## src/rtl/latch_bank_arbiter.sv

```systemverilog
// Round-robin write sequencer for a shared D-latch bank (setup / enable / hold per write).
// Latency: Gnt/Lat_D one edge after Req; write occupies EN_CYCLES+3 cycles including IDLE.
// Backpressure: Req is a level held by the client until Done; Clr wins in IDLE. Build option: LATCH_ARB_FIXED_PRIO_EN.
module latch_bank_arbiter #(
  parameter int NREQ      = 4,
  parameter int WIDTH     = 8,
  parameter int EN_CYCLES = 1
) (
  input  logic                    Clk,
  input  logic                    Rst,
  input  logic [NREQ-1:0]         Req,
  input  logic [NREQ*WIDTH-1:0]   Din_bus,
  input  logic                    Clr,
  output logic [NREQ-1:0]         Gnt,
  output logic [NREQ-1:0]         Done,
  output logic [WIDTH-1:0]        Lat_D,
  output logic                    Lat_En,
  output logic                    Lat_Rst,
  output logic                    Busy
);

  localparam int PW = (NREQ > 1) ? $clog2(NREQ) : 1;

  typedef enum logic [2:0] {
    S_IDLE,
    S_CLEAR,
    S_SETUP,
    S_ENABLE,
    S_HOLD
  } state_t;

  state_t            state_q;
  logic [NREQ-1:0]   gnt_q;
  logic [NREQ-1:0]   done_q;
  logic [WIDTH-1:0]  lat_d_q;
  logic              lat_en_q;
  logic              lat_rst_q;
  logic              busy_q;
  logic [3:0]        cnt_q;

  logic [PW-1:0]     win_d;
  logic [NREQ-1:0]   win_oh_d;
  logic              any_req;

  assign any_req = |Req;

`ifdef LATCH_ARB_FIXED_PRIO_EN
  // Fixed priority: lowest-index requester wins (scan downward so the last hit is the lowest).
  always_comb begin
    win_d = '0;
    for (int k = NREQ - 1; k >= 0; k--) begin
      if (Req[PW'(k)]) win_d = PW'(k);
    end
  end
`else
  logic [PW-1:0]     ptr_q;

  // Round-robin: first requester at or above the pointer, wrapping; scan far-to-near so nearest wins.
  always_comb begin
    int idx;
    win_d = '0;
    for (int k = NREQ - 1; k >= 0; k--) begin
      idx = int'(ptr_q) + k;
      if (idx >= NREQ) idx = idx - NREQ;
      if (Req[PW'(idx)]) win_d = PW'(idx);
    end
  end
`endif

  // One-hot form of the winner, loaded into Gnt on the grant edge.
  always_comb begin
    win_oh_d        = '0;
    win_oh_d[win_d] = 1'b1;
  end

  // Write sequencer: state and every output are registered here together.
  always_ff @(posedge Clk or posedge Rst) begin
    if (Rst) begin
      state_q   <= S_IDLE;
      gnt_q     <= '0;
      done_q    <= '0;
      lat_d_q   <= '0;
      lat_en_q  <= 1'b0;
      lat_rst_q <= 1'b0;
      busy_q    <= 1'b0;
      cnt_q     <= '0;
`ifndef LATCH_ARB_FIXED_PRIO_EN
      ptr_q     <= '0;
`endif
    end else begin
      case (state_q)
        S_IDLE: begin
          if (Clr) begin
            state_q   <= S_CLEAR;
            lat_rst_q <= 1'b1;
            busy_q    <= 1'b1;
          end else if (any_req) begin
            state_q <= S_SETUP;
            gnt_q   <= win_oh_d;
            // Data is captured here so the client is free to change it afterwards.
            lat_d_q <= Din_bus[int'(win_d)*WIDTH +: WIDTH];
            busy_q  <= 1'b1;
`ifndef LATCH_ARB_FIXED_PRIO_EN
            ptr_q   <= (int'(win_d) == NREQ - 1) ? '0 : win_d + 1'b1;
`endif
          end
        end
        S_CLEAR: begin
          state_q   <= S_IDLE;
          lat_rst_q <= 1'b0;
          busy_q    <= 1'b0;
        end
        S_SETUP: begin
          state_q  <= S_ENABLE;
          lat_en_q <= 1'b1;
          cnt_q    <= 4'(EN_CYCLES - 1);
        end
        S_ENABLE: begin
          if (cnt_q == 4'd0) begin
            state_q  <= S_HOLD;
            lat_en_q <= 1'b0;
            done_q   <= gnt_q;
          end else begin
            cnt_q <= cnt_q - 4'd1;
          end
        end
        S_HOLD: begin
          state_q <= S_IDLE;
          done_q  <= '0;
          gnt_q   <= '0;
          busy_q  <= 1'b0;
        end
        default: begin
          state_q   <= S_IDLE;
          gnt_q     <= '0;
          done_q    <= '0;
          lat_en_q  <= 1'b0;
          lat_rst_q <= 1'b0;
          busy_q    <= 1'b0;
        end
      endcase
    end
  end

  assign Gnt     = gnt_q;
  assign Done    = done_q;
  assign Lat_D   = lat_d_q;
  assign Lat_En  = lat_en_q;
  assign Lat_Rst = lat_rst_q;
  assign Busy    = busy_q;

endmodule

```

## config.mk

```make
export PLATFORM = sky130hd
export DESIGN_NAME = latch_bank_arbiter
export DESIGN_NICKNAME = d
export VERILOG_FILES = /design/src/rtl/latch_bank_arbiter.sv
export SDC_FILE = /design/constraint.sdc
export NUM_CORES = 1
export LEC_CHECK = 0
export CAP_MARGIN = 40
export CORE_MARGIN = 10
export CORE_UTILIZATION = 48
export DETAILED_ROUTE_END_ITERATION = 6
export PLACE_DENSITY = 0.85
export SYNTH_ARGS = -nofsm -noshare
export SYNTH_HDL_FRONTEND = slang
export SYNTH_SLANG_ARGS = --single-unit
```

## constraint.sdc

```tcl
create_clock -name Clk -period 4.8 [get_ports Clk]
set_input_delay 1.2 -clock Clk [delete_from_list [all_inputs] [get_ports Clk]]
set_output_delay 1.2 -clock Clk [all_outputs]
set_load 0.02 [all_outputs]
```

Yosys cells after proc, flatten, opt, wreduce, memory -nomap -nowiden

Index checks and enable logic that the tools add are counted.

Bits in writable memories: 0
Bits of input ports: 39
Memories kept: 0
Bits in latches: 0
Output and inout port bits: 19
Memory bits (read-only): 0
Flip-flop bits (word level): 28

Add/sub/neg operators: 9
Multiplexer cells: 41
Divide/modulo/power cells: 0
Bitwise operators: 6
Shifts and indexed selects: 1
Reductions and logical operators: 18
Equality and inequality tests: 11
Multipliers: 0
$lt $le $gt $ge: 10

Operators with widths:

| operator                                                   | number |
|---|---|
| indexed part select 32 x 6 -> 8 bit                        | 1 |
| one-hot mux 4 bit (2 select lines)                         | 3 |
| 2-to-1 mux 2 bit                                           | 9 |
| less-than comparator 2 x 4 -> 1 bit, second input constant | 4 |
| 2-to-1 mux 4 bit                                           | 4 |
| 2-to-1 mux 1 bit                                           | 13 |
| AND reduction 2 bit                                        | 6 |
| OR reduction 3 bit                                         | 4 |
| != test 2 bit, second input constant                       | 5 |
| >= comparator 3 bit, second input constant                 | 3 |
| 2-to-1 mux 3 bit                                           | 3 |
| one-hot mux 3 bit (3 select lines)                         | 1 |
| binary-select mux 1 bit (select 2 bit)                     | 4 |
| subtractor 2 x 1 -> 2 bit, second input constant           | 4 |
| adder 2 x 2 -> 3 bit, second input constant                | 2 |
| == test 3 x 2 -> 1 bit, second input constant              | 2 |
| NOT 1 bit                                                  | 6 |
| AND reduction 3 bit                                        | 2 |
| logical NOT 4 bit                                          | 1 |
| one-hot mux 1 bit (2 select lines)                         | 2 |
| OR reduction 4 bit                                         | 1 |
| subtractor 4 x 1 -> 4 bit, second input constant           | 1 |
| adder 2 x 1 -> 3 bit, second input constant                | 1 |
| == test 3 x 1 -> 1 bit, second input constant              | 1 |
| other kinds (13)                                           | 13 |

Logic depth before layout (Yosys ltp)

Word-level depth: 17
Depth in mapped cells: 7
Depth with buffers taken out: 7

Worst setup path after synthesis

Ideal clock, no wire load.

Path type: in2reg
Start: input port Req[0]
End: register lat_d_q[3], in the netlist Lat_D[3]
Arrival time: 2310 ps
Path buffers: 1
Data required time: 4668 ps
Stages: 6
Setup slack: 2358 ps
Cell sequence: nor2b_4 > a211o_1 > a21oi_2 > buf_6 > mux2i_1 > o221ai_2

Cells in the longest elaborated chain, start to end: 8
Elaborated cells between the ends (all ways): 19
Those cells by class: shift (1); mux (16); reduce/logical (2)

RTL lines:

| item                                                 | RTL line | RTL |
|---|---|---|
| from (decl)                                          | 11       | `input logic [NREQ-1:0] Req,` |
| binary-select mux 1 bit (select 2 bit)               | 65       | `if (Req[PW'(idx)]) win_d = PW'(idx);` |
| 2-to-1 mux 1 bit (not written as such) (2 in series) | 65       |  |
| 2-to-1 mux 2 bit (4 in series)                       | 65       |  |
| indexed part select 32 x 6 -> 8 bit                  | 101      | `lat_d_q <= Din_bus[int'(win_d)*WIDTH +: WIDTH];` |
| to (signal assigned)                                 | 101      |  |
| to (decl)                                            | 35       | `logic [WIDTH-1:0] lat_d_q;` |

Parallel ways exist; a longest one is shown, timed or not. The select of a mux whose other input is x is not followed.
A chain may end at the register's enable or synchronous reset.

Worst setup path after layout

Start: input port Req[0]
End: register lat_d_q[0], in the netlist Lat_D[0]

Same word-level chain as after synthesis.

==> reports/metrics.cfg <==
[placed_design]
place.gp.congestion=0.821
portBuffers=57
pre_cts_slack_ns=1.65
dp_hpwl_um=3340

[drt]
first_pass_iters=4
drcViolationCount=0
drtAntennaViolNets=0
routed_wl_um=4030
viasPerCell=5.50
drt_iter0_markers=79
vias=1380
wl_per_cell_um=16.0

[finish]
final_common_cell=clkdlybuf4s50_1
final_cell_mix=57 x clkdlybuf4s50_1, 28 x dfrtp_1, 22 x nand2_1, 20 x mux2i_1
fin_nets=251
antenna_cells=0
fillers=220
area_growth_pct=39.7
drive_gt1_share_pct=11.1

[floorplan]
initial_core_util_pct=51.3
die_x_um=77.8
dieArea_mm2=0.00605
rows=20
ios=58
die_h_um=77.8
coreArea_mm2=0.00313

[critical_path]
path_buf_inv=2
start_kind=input pin
cp_slowest_cell=clkdlybuf4s50_1
path_cells=clkdlybuf4s50_1 > nor2b_4 > a211o_1 > a21oi_2 > buf_4 > mux2i_1 > o221ai_2
cp_data_arrival_time_ns=2.99
startpoint=Req[0]
path_class=in2reg
end_kind=flop
critPathTopFamily=buffers and inverters
r2r_start=ptr_q[0]
worstPathRequired_ns=5.03
worst-path-max-fanout=21
cpPeakStageDelay_ns=0.47

[yosys]
ys_async_sr_fraction_pct=100
syn_inst=151
synth.cell_area_mm2=0.00160
synth_edf_count=0
yosys_warnings=0
synthFlopType=dfrtp_1
yosysSeqAreaShare_pct=43.7
synth_cell_types=35
ys_seq_elements=28
synth.avg_cell_area_um2=10.6
synthesis.nets=193

[grt]
grt_antenna_before_repair=0
grt_max_degree=23
grt_pass1_vias=1562
overflow=0
grt_pass1_wl_um=7180
groute.usage.overall_pct=14.1

[timing]
fin_ws_ns=2.04
whs_ns=0.519
setup_viol=0
fmax_ghz=0.363
tns_ns=0
slew_headroom_pct=60.9
post-route-min-period_ns=2.76
finClkSkew_ns=0.00503
rsz0062_at_grt=false
maxSlewViolCount=0
worstMarginPinSlew_ns=0.582
hold_violations=0
period_share_pct=57.5

[worst_hold_path]
hp-class=reg2reg
hp-start=Lat_D[5]

[cts]
cts_sinks=28
clock_latency_ns=0.33
cts_tree=done
cts_setup_buffers=0
clk_pin_slew_ns=0.14
cts.htree.levels=1
cts-root-buf=clkbuf_4
cts.path.max_buffers=2
hold_buffers=0
cts_buffers=3
cts_resized=0

[power_and_ir_drop]
power.static_leakage_uw=0.00101
p_sw_share_pct=42.8
p_switching_uw=507
p_clk_share_pct=8.2
power.density_mw_per_mm2=529
p_int_uw=679
p_seq_share_pct=35.6
power_frac_comb_pct=56.2
peakVddDrop_mv=0.277

[outcome]
status=finished, final reports clean

[run]
max-cap-violations=0

==> flip-flops by register name, summed over array words and instances (netlist names) <==
signal,flops
Busy,1
Done,4
Gnt,4
Lat_D,8
Lat_En,1
Lat_Rst,1
cnt_q,4
ptr_q,2
state_q,3
==> final cells by class <==
type / instances / area [um^2] / share of cell area [%]
clock buffer: 3 / 22.5 / 1.01
inverter: 11 / 41.3 / 1.84
multi-input combinational: 106 / 816 / 36.4
sequential: 28 / 701 / 31.3
tap: 44 / 55.1 / 2.46
timing repair buffer: 59 / 606 / 27.0
==> power by group through the flow <==
stage | Clock (uW) | Sequential, uW | Combinational, uW
2_1_floorplan | 0 | 480 | 370
3_3_place_gp | 0 | 421 | 648
3_5_place_dp | 0 | 425 | 673
4_1_cts | 99.4 | 422 | 675
5_1_grt | 108 | 438 | 731
6_report | 97.7 | 422 | 666
==> synth_stat cells (2+ instances only) <==
master | number | share of area [%]
clkbuf_1 | 2 | 0.47
a22o_1 | 4 | 2.2
o221ai_2 | 8 | 7.5
ha_1 | 3 | 2.3
a21oi_1 | 7 | 2.2
nor2_1 | 9 | 2.1
nand2_1 | 22 | 5.1
nand3_1 | 2 | 0.62
inv_2 | 2 | 0.47
dfrtp_1 | 28 | 44
nand2_4 | 2 | 1.4
a32o_1 | 2 | 1.2
o21ai_0 | 6 | 1.9
mux2i_1 | 20 | 12
inv_1 | 9 | 2.1
o31ai_1 | 4 | 1.9
buf_6 | 3 | 2.1
==> metal layers <==
| layer | wire length, um | GRT usage [%] | part of all wire [%] | vias up |
|---|---|---|---|---|
| met5 | 0 | 0 | 0 | - |
| met4 | 51 | 4.93 | 1.3 | 0 |
| met3 | 505 | 7.95 | 13 | 6 |
| met2 | 1850 | 22.7 | 46 | 59 |
| met1 | 1620 | 15.3 | 40 | 654 |
| li1 | - | - | - | 661 |
==> final timing paths <==
path	endpoint	slack, ns	cells after the start
setup / recovery	Lat_D[0]	2.04	7
hold / removal	Lat_D[5]	0.52	2
setup reg to reg	Lat_D[0]	3.02	6
hold reg to reg	Lat_D[5]	0.52	2
max in group asynchronous	Done[2]	3.28	3
min in group asynchronous	Lat_En	1.11	2
==> tightest hold or removal path, delay by kind of cell (launching register included) <==
family	cells	cell delay, ns
AO/OA/AOI/OAI	1	0.05
flip-flops	1	0.38
AND/OR/NAND/NOR	1	0.07
==> cell families (layout without fill, tap and decap cells) <==
group | after synthesis | after routing | synth area share (%)
buf+inv | 17 | 73 | 5.46
fa+ha+maj | 3 | 3 | 2.34
compound gates | 39 | 39 | 21.1
flops | 28 | 28 | 43.7
mux | 20 | 20 | 12.5
simple gates | 44 | 44 | 14.9
==> metrics by stage <==
stage / cells / total power [uW] / util (%) / area (um^2)
3_3_place_gp: 247 / 1070 / 70.0 / 2190
3_5_place_dp: 248 / 1100 / 70.9 / 2220
6_report: 251 / 1190 / 71.6 / 2240
2_1_floorplan: 151 / 849 / - / 1600
5_1_grt: 251 / 1280 / 71.6 / 2240
4_1_cts: 251 / 1200 / 71.6 / 2240
Note: power is estimated with default switching activity, not from simulation.
